File: config.mk
export PLATFORM = sky130hd
export DESIGN_NAME = hazard_scheduler_flat
export DESIGN_NICKNAME = d
export VERILOG_FILES = /design/src/rtl/hazard_scheduler_pkg.sv /design/src/rtl/hazard_if.sv /design/src/rtl/hazard_stage_reg.sv /design/src/rtl/hazard_scheduler.sv /design/src/flat_wrapper.sv
export SDC_FILE = /design/constraint.sdc
export NUM_CORES = 1
export LEC_CHECK = 0
export ABC_CLOCK_PERIOD_IN_PS = 3600
export CORE_MARGIN = 1.5
export CORE_UTILIZATION = 37
export DETAILED_ROUTE_END_ITERATION = 10
export GPL_ROUTABILITY_DRIVEN = 0
export PLACE_DENSITY = 0.6
export SYNTH_ARGS = -nofsm -noshare
export SYNTH_HDL_FRONTEND = slang
export SYNTH_SLANG_ARGS = --single-unit
File: constraint.sdc
create_clock -name clk -period 3.6 [get_ports clk]
set_input_delay 0.72 -clock clk [delete_from_list [all_inputs] [get_ports clk]]
set_output_delay 0.72 -clock clk [all_outputs]
set_load 0.01 [all_outputs]
File: src/rtl/hazard_scheduler_pkg.sv
// hazard_scheduler_pkg: field widths, forward-select encodings and compare helpers for the hazard unit
package hazard_scheduler_pkg;
  localparam int TNEW_W = 4;
  localparam int REG_W = 5;
  typedef enum logic [1:0] {FWD_D_RF, FWD_D_E, FWD_D_M, FWD_D_W} fwd_d_e;
  typedef enum logic [1:0] {FWD_E_PIPE, FWD_E_M, FWD_E_W} fwd_e_e;
  typedef enum logic {FWD_M_PIPE, FWD_M_W} fwd_m_e;
  function automatic logic [TNEW_W-1:0] sat_dec(input logic [TNEW_W-1:0] x);
    return (x == '0) ? '0 : x - 1'b1;
  endfunction
  function automatic logic ready(input logic [REG_W-1:0] a, p, input logic [TNEW_W-1:0] t);
    return a != '0 && a == p && t == '0;
  endfunction
  function automatic logic pending(input logic [REG_W-1:0] a, p, input logic [TNEW_W-1:0] t, tuse);
    return a != '0 && a == p && t > tuse;
  endfunction
endpackage

File: src/rtl/hazard_if.sv
// hazard_if: D-stage demands in, stall and forward selects out
interface hazard_if;
  import hazard_scheduler_pkg::*;
  logic hold;
  logic [TNEW_W-1:0] d_tuse1, d_tuse2, d_tnew;
  logic [REG_W-1:0] d_addr1, d_addr2, d_addrnew;
  logic stall;
  logic [1:0] fwd_d1, fwd_d2, fwd_e1, fwd_e2;
  logic fwd_m2;
  modport master(output hold, d_tuse1, d_tuse2, d_tnew, d_addr1, d_addr2, d_addrnew,
                 input stall, fwd_d1, fwd_d2, fwd_e1, fwd_e2, fwd_m2);
  modport slave(input hold, d_tuse1, d_tuse2, d_tnew, d_addr1, d_addr2, d_addrnew,
                output stall, fwd_d1, fwd_d2, fwd_e1, fwd_e2, fwd_m2);
endinterface

File: src/rtl/hazard_stage_reg.sv
// hazard_stage_reg: per-stage producer address and remaining Tnew, decremented as it advances
module hazard_stage_reg
  import hazard_scheduler_pkg::*;
(
  input  logic              clk,
  input  logic              reset,
  input  logic              en,
  input  logic              bubble,
  input  logic [REG_W-1:0]  addr_in,
  input  logic [TNEW_W-1:0] tnew_in,
  output logic [REG_W-1:0]  addr,
  output logic [TNEW_W-1:0] tnew
);
  always_ff @(posedge clk)
    if (!reset) begin
      addr <= '0;
      tnew <= '0;
    end else if (en) begin
      addr <= bubble ? '0 : addr_in;
      tnew <= bubble ? '0 : sat_dec(tnew_in);
    end
endmodule

File: src/rtl/hazard_scheduler.sv
// hazard_scheduler: stall and forwarding control for the 5-stage F/D/E/M/W pipeline
module hazard_scheduler
  import hazard_scheduler_pkg::*;
(
  input logic     clk,
  input logic     reset,
  hazard_if.slave hz
);
  logic [REG_W-1:0] addr_e, addr_m, addr_w, rs_e, rt_e, rt_m;
  logic [TNEW_W-1:0] tnew_e, tnew_m, tnew_w;
  logic en;
  assign en = !hz.hold;
  hazard_stage_reg u_e (.clk(clk), .reset(reset), .en(en), .bubble(hz.stall),
                        .addr_in(hz.d_addrnew), .tnew_in(hz.d_tnew), .addr(addr_e), .tnew(tnew_e));
  hazard_stage_reg u_m (.clk(clk), .reset(reset), .en(en), .bubble(1'b0),
                        .addr_in(addr_e), .tnew_in(tnew_e), .addr(addr_m), .tnew(tnew_m));
  hazard_stage_reg u_w (.clk(clk), .reset(reset), .en(en), .bubble(1'b0),
                        .addr_in(addr_m), .tnew_in(tnew_m), .addr(addr_w), .tnew(tnew_w));
  always_ff @(posedge clk)
    if (!reset) begin
      rs_e <= '0;
      rt_e <= '0;
      rt_m <= '0;
    end else if (en) begin
      rs_e <= hz.stall ? '0 : hz.d_addr1;
      rt_e <= hz.stall ? '0 : hz.d_addr2;
      rt_m <= rt_e;
    end
  // W is never checked for stalls: its Tnew has always drained to zero
  assign hz.stall = pending(hz.d_addr1, addr_e, tnew_e, hz.d_tuse1) | pending(hz.d_addr1, addr_m, tnew_m, hz.d_tuse1)
                  | pending(hz.d_addr2, addr_e, tnew_e, hz.d_tuse2) | pending(hz.d_addr2, addr_m, tnew_m, hz.d_tuse2);
  assign hz.fwd_d1 = ready(hz.d_addr1, addr_e, tnew_e) ? FWD_D_E : ready(hz.d_addr1, addr_m, tnew_m) ? FWD_D_M
                   : ready(hz.d_addr1, addr_w, tnew_w) ? FWD_D_W : FWD_D_RF;
  assign hz.fwd_d2 = ready(hz.d_addr2, addr_e, tnew_e) ? FWD_D_E : ready(hz.d_addr2, addr_m, tnew_m) ? FWD_D_M
                   : ready(hz.d_addr2, addr_w, tnew_w) ? FWD_D_W : FWD_D_RF;
  assign hz.fwd_e1 = ready(rs_e, addr_m, tnew_m) ? FWD_E_M : ready(rs_e, addr_w, tnew_w) ? FWD_E_W : FWD_E_PIPE;
  assign hz.fwd_e2 = ready(rt_e, addr_m, tnew_m) ? FWD_E_M : ready(rt_e, addr_w, tnew_w) ? FWD_E_W : FWD_E_PIPE;
  assign hz.fwd_m2 = ready(rt_m, addr_w, tnew_w) ? FWD_M_W : FWD_M_PIPE;
endmodule

File: src/flat_wrapper.sv
// flat-port wrapper written by rule: the top's interface ports become plain ports
module hazard_scheduler_flat import hazard_scheduler_pkg::*;
  (clk, reset, hz_hold, hz_d_tuse1, hz_d_tuse2, hz_d_tnew, hz_d_addr1, hz_d_addr2, hz_d_addrnew, hz_stall, hz_fwd_d1, hz_fwd_d2, hz_fwd_e1, hz_fwd_e2, hz_fwd_m2);
  hazard_if hz_i ();
  input logic clk;
  input logic reset;
  input wire logic [$bits(hz_i.hold)-1:0] hz_hold;
  input wire logic [$bits(hz_i.d_tuse1)-1:0] hz_d_tuse1;
  input wire logic [$bits(hz_i.d_tuse2)-1:0] hz_d_tuse2;
  input wire logic [$bits(hz_i.d_tnew)-1:0] hz_d_tnew;
  input wire logic [$bits(hz_i.d_addr1)-1:0] hz_d_addr1;
  input wire logic [$bits(hz_i.d_addr2)-1:0] hz_d_addr2;
  input wire logic [$bits(hz_i.d_addrnew)-1:0] hz_d_addrnew;
  output wire logic [$bits(hz_i.stall)-1:0] hz_stall;
  output wire logic [$bits(hz_i.fwd_d1)-1:0] hz_fwd_d1;
  output wire logic [$bits(hz_i.fwd_d2)-1:0] hz_fwd_d2;
  output wire logic [$bits(hz_i.fwd_e1)-1:0] hz_fwd_e1;
  output wire logic [$bits(hz_i.fwd_e2)-1:0] hz_fwd_e2;
  output wire logic [$bits(hz_i.fwd_m2)-1:0] hz_fwd_m2;
  assign hz_i.hold = hz_hold;
  assign hz_i.d_tuse1 = hz_d_tuse1;
  assign hz_i.d_tuse2 = hz_d_tuse2;
  assign hz_i.d_tnew = hz_d_tnew;
  assign hz_i.d_addr1 = hz_d_addr1;
  assign hz_i.d_addr2 = hz_d_addr2;
  assign hz_i.d_addrnew = hz_d_addrnew;
  assign hz_stall = hz_i.stall;
  assign hz_fwd_d1 = hz_i.fwd_d1;
  assign hz_fwd_d2 = hz_i.fwd_d2;
  assign hz_fwd_e1 = hz_i.fwd_e1;
  assign hz_fwd_e2 = hz_i.fwd_e2;
  assign hz_fwd_m2 = hz_i.fwd_m2;
  hazard_scheduler u_core (.clk(clk), .reset(reset), .hz(hz_i));
endmodule
==> impl_metrics.tcl, run 1 <==
set metrics [dict create \
    vias 2317 \
    grt.total_usage 0.163 \
    finalHoldViolCount 0 \
    cts_root_buffer "clkbuf_8" \
    nNetsFinal 402 \
    leakage_uw 0.00146 \
    die_w_um 89.9 \
    cts_tree "done" \
    yosysTopAreaCell "dfxtp_1" \
    final_common_cell "dfxtp_1" \
    rsz0062_at_grt "false" \
    synth_top_area_frac 0.301 \
    fill_cells 756 \
    final_core_util 0.472 \
    grt_use_met3 0.0254 \
    ctsLongestPathBuffers 2 \
    tightestPinTransition_ns 0.797 \
    synthesis.nets 362 \
    htree_levels 2 \
    synthFlopType "dfxtp_1" \
    worstSetupStartpointType "primary input" \
    grt_max_degree 23 \
    die_area_um2 8080 \
    grt_overflow 0 \
    slew_headroom 0.469 \
    ys_types 34 \
    ys_top_cells_by_area "dfxtp_1, xnor2_1, ha_1" \
    path_clk_slew_ns 0.08 \
    p_per_area_nw_per_um2 342 \
    drive_gt1_frac 0.0791 \
    drc 0 \
    drtIter0Drc 100 \
    grtUsageMet2 0.263 \
    peakVddDrop_uv 205 \
    start_util 0.383 \
    max_freq_ghz 0.297 \
    async_flop_share 0 \
    grt_pass1_wl_mm 10.7 \
    die_y_um 89.9 \
    final_max_slew_viol_count 0 \
    wire_per_inst_um 14.8 \
    synth_cells 314 \
    num_antenna_cells 0 \
    clkLatencyLatePin_ns 0.29 \
    setup_viol 0 \
    endpoint_kind "output pin" \
    stdcell_count 453 \
    finalCritPeriodShare 0.935 \
    ys.warnings.count 0 \
    dp_hpwl_mm 5.11 \
    yosysSeqAreaShare 0.301 \
    top_usage_layer "met2" \
    dp.cells 446 \
    final.min_clock_period_ns 3.36 \
    synth_edf_count 0 \
    rows 31 \
    cts-buffers-inserted 5 \
    viasPerCell 5.11 \
    grt_pass1_vias 2136 \
    outcome "completed" \
    fp.coreArea_um2 7290 \
    path_class "primary input to output pin" \
    synth_area_per_cell_um2 8.90 \
    areaGrowthSynthToFinish_pct 23.1 \
    fin_setup_tns_ns 0 \
    ant_nets 0 \
    drtPass1Iterations 4 \
    antenna_found_initial 0 \
    pin_count 40 \
    crit_path_max_fanout 5 \
    cts_hold_buf 0 \
    arrival_ns 2.64 \
    met1_usage 0.226 \
    port_buffers 39 \
    hold_class "flop to flop" \
    layout_common_cells "dfxtp_1, xnor2_1, clkdlybuf4s50_1" \
    required_ns 2.88 \
    maxCapViolations 0 \
    synth_area_um2 2790 \
    wl_mm 6.71 \
    fin_skew_ns 0.00850 \
    cts.sinks 42 \
    ys_seq_elements 42 \
    post_cts_buffers 0 \
]
==> sequential cells by signal (all words and copies together), names as in the netlist <==
signal	flops
u_core.u_e.addr	5
u_core.rs_e	5
u_core.rt_e	5
u_core.u_m.tnew	4
u_core.u_m.addr	5
u_core.u_e.tnew	4
u_core.u_w.tnew	4
u_core.rt_m	5
u_core.u_w.addr	5
==> report_power, final <==
group	internal [µW]	leakage [µW]	total, µW	switching, µW
clock	222	0.0000573	382	160
sequential	488	0.000344	529	40.8
combinational	147	0.00106	267	120
==> layout make-up <==
type | count | area, µm² | share of cell area
multi-input combinational | 234 | 1780 | 0.517
timing repair buffer | 57 | 532 | 0.155
inverter | 14 | 52.6 | 0.0153
clock inverter | 1 | 30.0 | 0.00873
clock buffer | 6 | 82.6 | 0.0240
tap | 99 | 124 | 0.0360
sequential | 42 | 841 | 0.245
==> routing by layer <==
metal / up-vias / part of all wire / wire [µm]
li1: 1193 / - / -
met2: 48 / 0.45 / 3010
met1: 1068 / 0.50 / 3360
met3: 8 / 0.037 / 245
met5: - / 0 / 0
met4: 0 / 0.013 / 88
==> through the flow <==
step	power [µW]	setup slack, ns	hold WS [ns]	area [µm²]
floorplan	698	0.954	0.450	2790
global placement	803	-0.105	0.471	3310
detailed placement	808	-0.0890	0.483	3310
CTS	1190	0.00271	0.493	3420
global route	1240	0.108	0.513	3440
finish	1180	0.235	0.487	3440
==> repair_timing <==
action                                  CTS  global route
gates resized for setup                   4             5
cloned                                    0             0
endpoints found under the setup margin    5             3
==> final timing paths <==
check                                                      from  cells past startpoint  slack, ns                              end
worst max-delay path                              hz_d_addr2[0]                      6       0.24                     hz_fwd_d2[1]
worst min-delay path            u_core.u_w.tnew[3]$_SDFFE_PN0N_                      2       0.49  u_core.u_w.tnew[3]$_SDFFE_PN0N_
worst max register to register  u_core.u_m.tnew[1]$_SDFFE_PN0N_                      7       1.11  u_core.u_e.tnew[0]$_SDFFE_PN0N_
worst min register to register  u_core.u_w.tnew[3]$_SDFFE_PN0N_                      2       0.49  u_core.u_w.tnew[3]$_SDFFE_PN0N_
==> worst max-delay path, cell delays in order <==
cell and delay, ns:
clkdlybuf4s50_1 0.65, xnor2_1 0.17, nand4_1 0.12, or4_1 0.47
a21boi_0 0.21, dlygate4sd2_1 0.29
==> cell usage after synthesis, drive strengths merged (2+ instances only) <==
master  number
ha          18
or4          6
and2         2
buf          9
nor3         4
a21boi       3
xnor2       39
dfxtp       42
a21oi       18
o311ai       2
and4         2
nand3        9
nand4        7
xor2        17
nand2       12
nor2         8
o21ai        9
clkbuf      15
nor4        13
inv         14
mux2i       15
a32o         4
nand3b       3
nor2b       21
o211ai       2
a22o        16
==> logic make-up (layout without fill, tap and decap cells) <==
kind of cell,Yosys count,count (layout),share of synthesized area
AO/OA/AOI/OAI,57,57,0.142
adder cells (fa/ha/maj),18,18,0.0806
XOR/XNOR,56,56,0.176
multiplexers,15,15,0.0537
buffers and inverters,38,78,0.0663
flip-flops,42,42,0.301
AND/OR/NAND/NOR,88,88,0.181
Note: power is estimated with default switching activity, not from simulation.
==> run 2: changes to the inputs <==
Settings changed: ABC_CLOCK_PERIOD_IN_PS 3600 to 3800.
Clock period 3.6 ns to 3.8 ns, I/O delays scaled along.
==> run 2 against run 1 <==
Via count grew 1.9%. Global-route usage grew 0.72 points. Flip-flop and latch count is the same. Power shrank 12%. Sequential share of layout area grew 0.33 points. Clock-buffer cell count is the same. Worst hold slack lost 0.010 ns. Core utilization shrank 0.63 points. Critical endpoint unchanged. Largest power group unchanged. Highest routed layer unchanged.
==> impl_metrics.tcl, run 2 (same netlist as run 1, synthesis figures left out) <==
set metrics [dict create \
    outcome "completed" \
    fill_cells 741 \
    seqCellArea_um2 841 \
    pin_count 40 \
    path_class "primary input to output pin" \
    die_y_um 89.9 \
    hold_class "flop to flop" \
    cts_root_buffer "clkbuf_8" \
    leakage_uw 0.00138 \
    final_max_slew_viol_count 0 \
    fin_setup_tns_ns 0 \
    cts-buffers-inserted 5 \
    htree_levels 2 \
    finalCritPeriodShare 0.977 \
    layout_common_cells "dfxtp_1, xnor2_1, clkdlybuf4s50_1" \
    nNetsFinal 400 \
    crit_family "buffers and inverters" \
    dp.cells 444 \
    fin_skew_ns 0.00537 \
    grt_pass1_vias 2255 \
    met1_usage 0.230 \
    wire_per_inst_um 15.0 \
    crit_top_cell "clkdlybuf4s50_1" \
    drc 0 \
    die_area_um2 8080 \
    areaGrowthSynthToFinish_pct 21.4 \
    grt_overflow 0 \
    endpoint_kind "output pin" \
    ctsLongestPathBuffers 2 \
    cts.sinks 42 \
    p_per_area_nw_per_um2 307 \
    drtIter0Drc 86 \
    drtPass1Iterations 4 \
    max_stage_delay_ns 0.59 \
    maxCapViolations 0 \
    vias 2360 \
    finalHoldViolCount 0 \
    startpoint "hz_d_addr2[3]" \
    final_common_cell "dfxtp_1" \
    regToRegEndpoint "u_core.u_e.tnew[1]$_SDFFE_PN0N_" \
    start_util 0.383 \
    setup.worst_path.end "hz_fwd_d2[1]" \
    slew_headroom 0.485 \
    port_buffers 39 \
    path_depth 6 \
    viasPerCell 5.24 \
    grt.total_usage 0.171 \
    rows 31 \
    arrival_ns 2.95 \
    rrSetupSlack_ns 1.63 \
    setup_viol 0 \
    max_freq_ghz 0.269 \
    grt_pass1_wl_mm 11.1 \
    rsz0062_at_grt "false" \
    die_w_um 89.9 \
    r2r_cells 8 \
    tightestPinTransition_ns 0.773 \
    cp_slowest_cell "clkdlybuf4s50_1" \
    drive_gt1_frac 0.0741 \
    wl_mm 6.77 \
    grtUsageMet2 0.278 \
    top_usage_layer "met2" \
    rr_startpoint "u_core.u_m.tnew[1]$_SDFFE_PN0N_" \
    fp.coreArea_um2 7290 \
    crit_path_max_fanout 5 \
    num_antenna_cells 0 \
    critical_path.cell_chain "clkdlybuf4s50_1 > or4_4 > nor2_2 > or4_1 > a21boi_0 > clkdlybuf4s50_1" \
    stdcell_count 450 \
    grt_use_met3 0.0338 \
    peakVddDrop_uv 209 \
    multiInputGateArea_um2 1780 \
    grt_max_degree 20 \
    cts_tree "done" \
    dp_hpwl_mm 5.13 \
    required_ns 3.04 \
    final.min_clock_period_ns 3.71 \
    path_clk_slew_ns 0.07 \
    ant_nets 0 \
    cp_num_buf_inv 2 \
    worstSetupStartpointType "primary input" \
    clkLatencyLatePin_ns 0.29 \
    antenna_found_initial 0 \
]
[run 2: layout make-up]
class	count	share of cell area
clock buffers	6	0.0243
inverters	14	0.0155
multi-input cells	234	0.525
flip-flops and latches	42	0.248
well taps	99	0.0365
repair buffers	55	0.151
[run 2: timing repair]
| item | CTS | global route |
|---|---|---|
| hold buffers | 0 | 0 |
| endpoints found under the setup margin | 1 | 3 |
| buffers inserted | 0 | 0 |
| gates resized for setup | 1 | 4 |
[run 2: worst register-to-register path, cell delays in order (launching register included)]
cell and delay, ns:
dfxtp_1 0.50, ha_1 0.30, nor2b_1 0.13, o211ai_1 0.16, a21oi_1 0.11, a22o_1 0.24
and4b_1 0.23, buf_4 0.24, a32o_1 0.19
[run 2: worst min-delay path by stage]
stage                                          startpoint                               to  slack (ns)  cells after the start
after detailed placement  u_core.u_w.tnew[3]$_SDFFE_PN0N_  u_core.u_w.tnew[3]$_SDFFE_PN0N_        0.47                      2
final                     u_core.u_w.tnew[3]$_SDFFE_PN0N_  u_core.u_w.tnew[3]$_SDFFE_PN0N_        0.48                      2
after global placement    u_core.u_w.tnew[3]$_SDFFE_PN0N_  u_core.u_w.tnew[3]$_SDFFE_PN0N_        0.47                      2
after floorplan           u_core.u_w.tnew[3]$_SDFFE_PN0N_  u_core.u_w.tnew[3]$_SDFFE_PN0N_        0.45                      2
after CTS                 u_core.u_w.tnew[3]$_SDFFE_PN0N_  u_core.u_w.tnew[3]$_SDFFE_PN0N_        0.48                      2
after global routing      u_core.u_w.tnew[3]$_SDFFE_PN0N_  u_core.u_w.tnew[3]$_SDFFE_PN0N_        0.51                      2
[run 2: metrics by stage]
step | worst slack (ns) | hold WS, ns | total power (µW) | area [µm²] | util
3_5_place_dp | 0.0111 | 0.473 | 766 | 3300 | 0.452
5_1_grt | 0.0126 | 0.508 | 1100 | 3390 | 0.465
2_1_floorplan | 1.07 | 0.450 | 661 | 2790 | -
6_report | 0.0862 | 0.477 | 1040 | 3390 | 0.465
4_1_cts | 0.0507 | 0.483 | 1050 | 3380 | 0.463
3_3_place_gp | 0.0167 | 0.466 | 761 | 3300 | 0.452
[run 2: layer usage]
metal  routed length [µm]  vias to the layer above
met4                   53                        0
met2                 3180                       55
met5                    0                        -
met3                  313                        5
met1                 3220                     1111
li1                     -                     1189
[run 2: power breakdown]
group | total (µW) | internal [µW] | switching (µW)
Sequential | 500 | 462 | 37.8
Clock | 285 | 140 | 144
Combinational | 256 | 140 | 116
Total | 1040 | 742 | 298
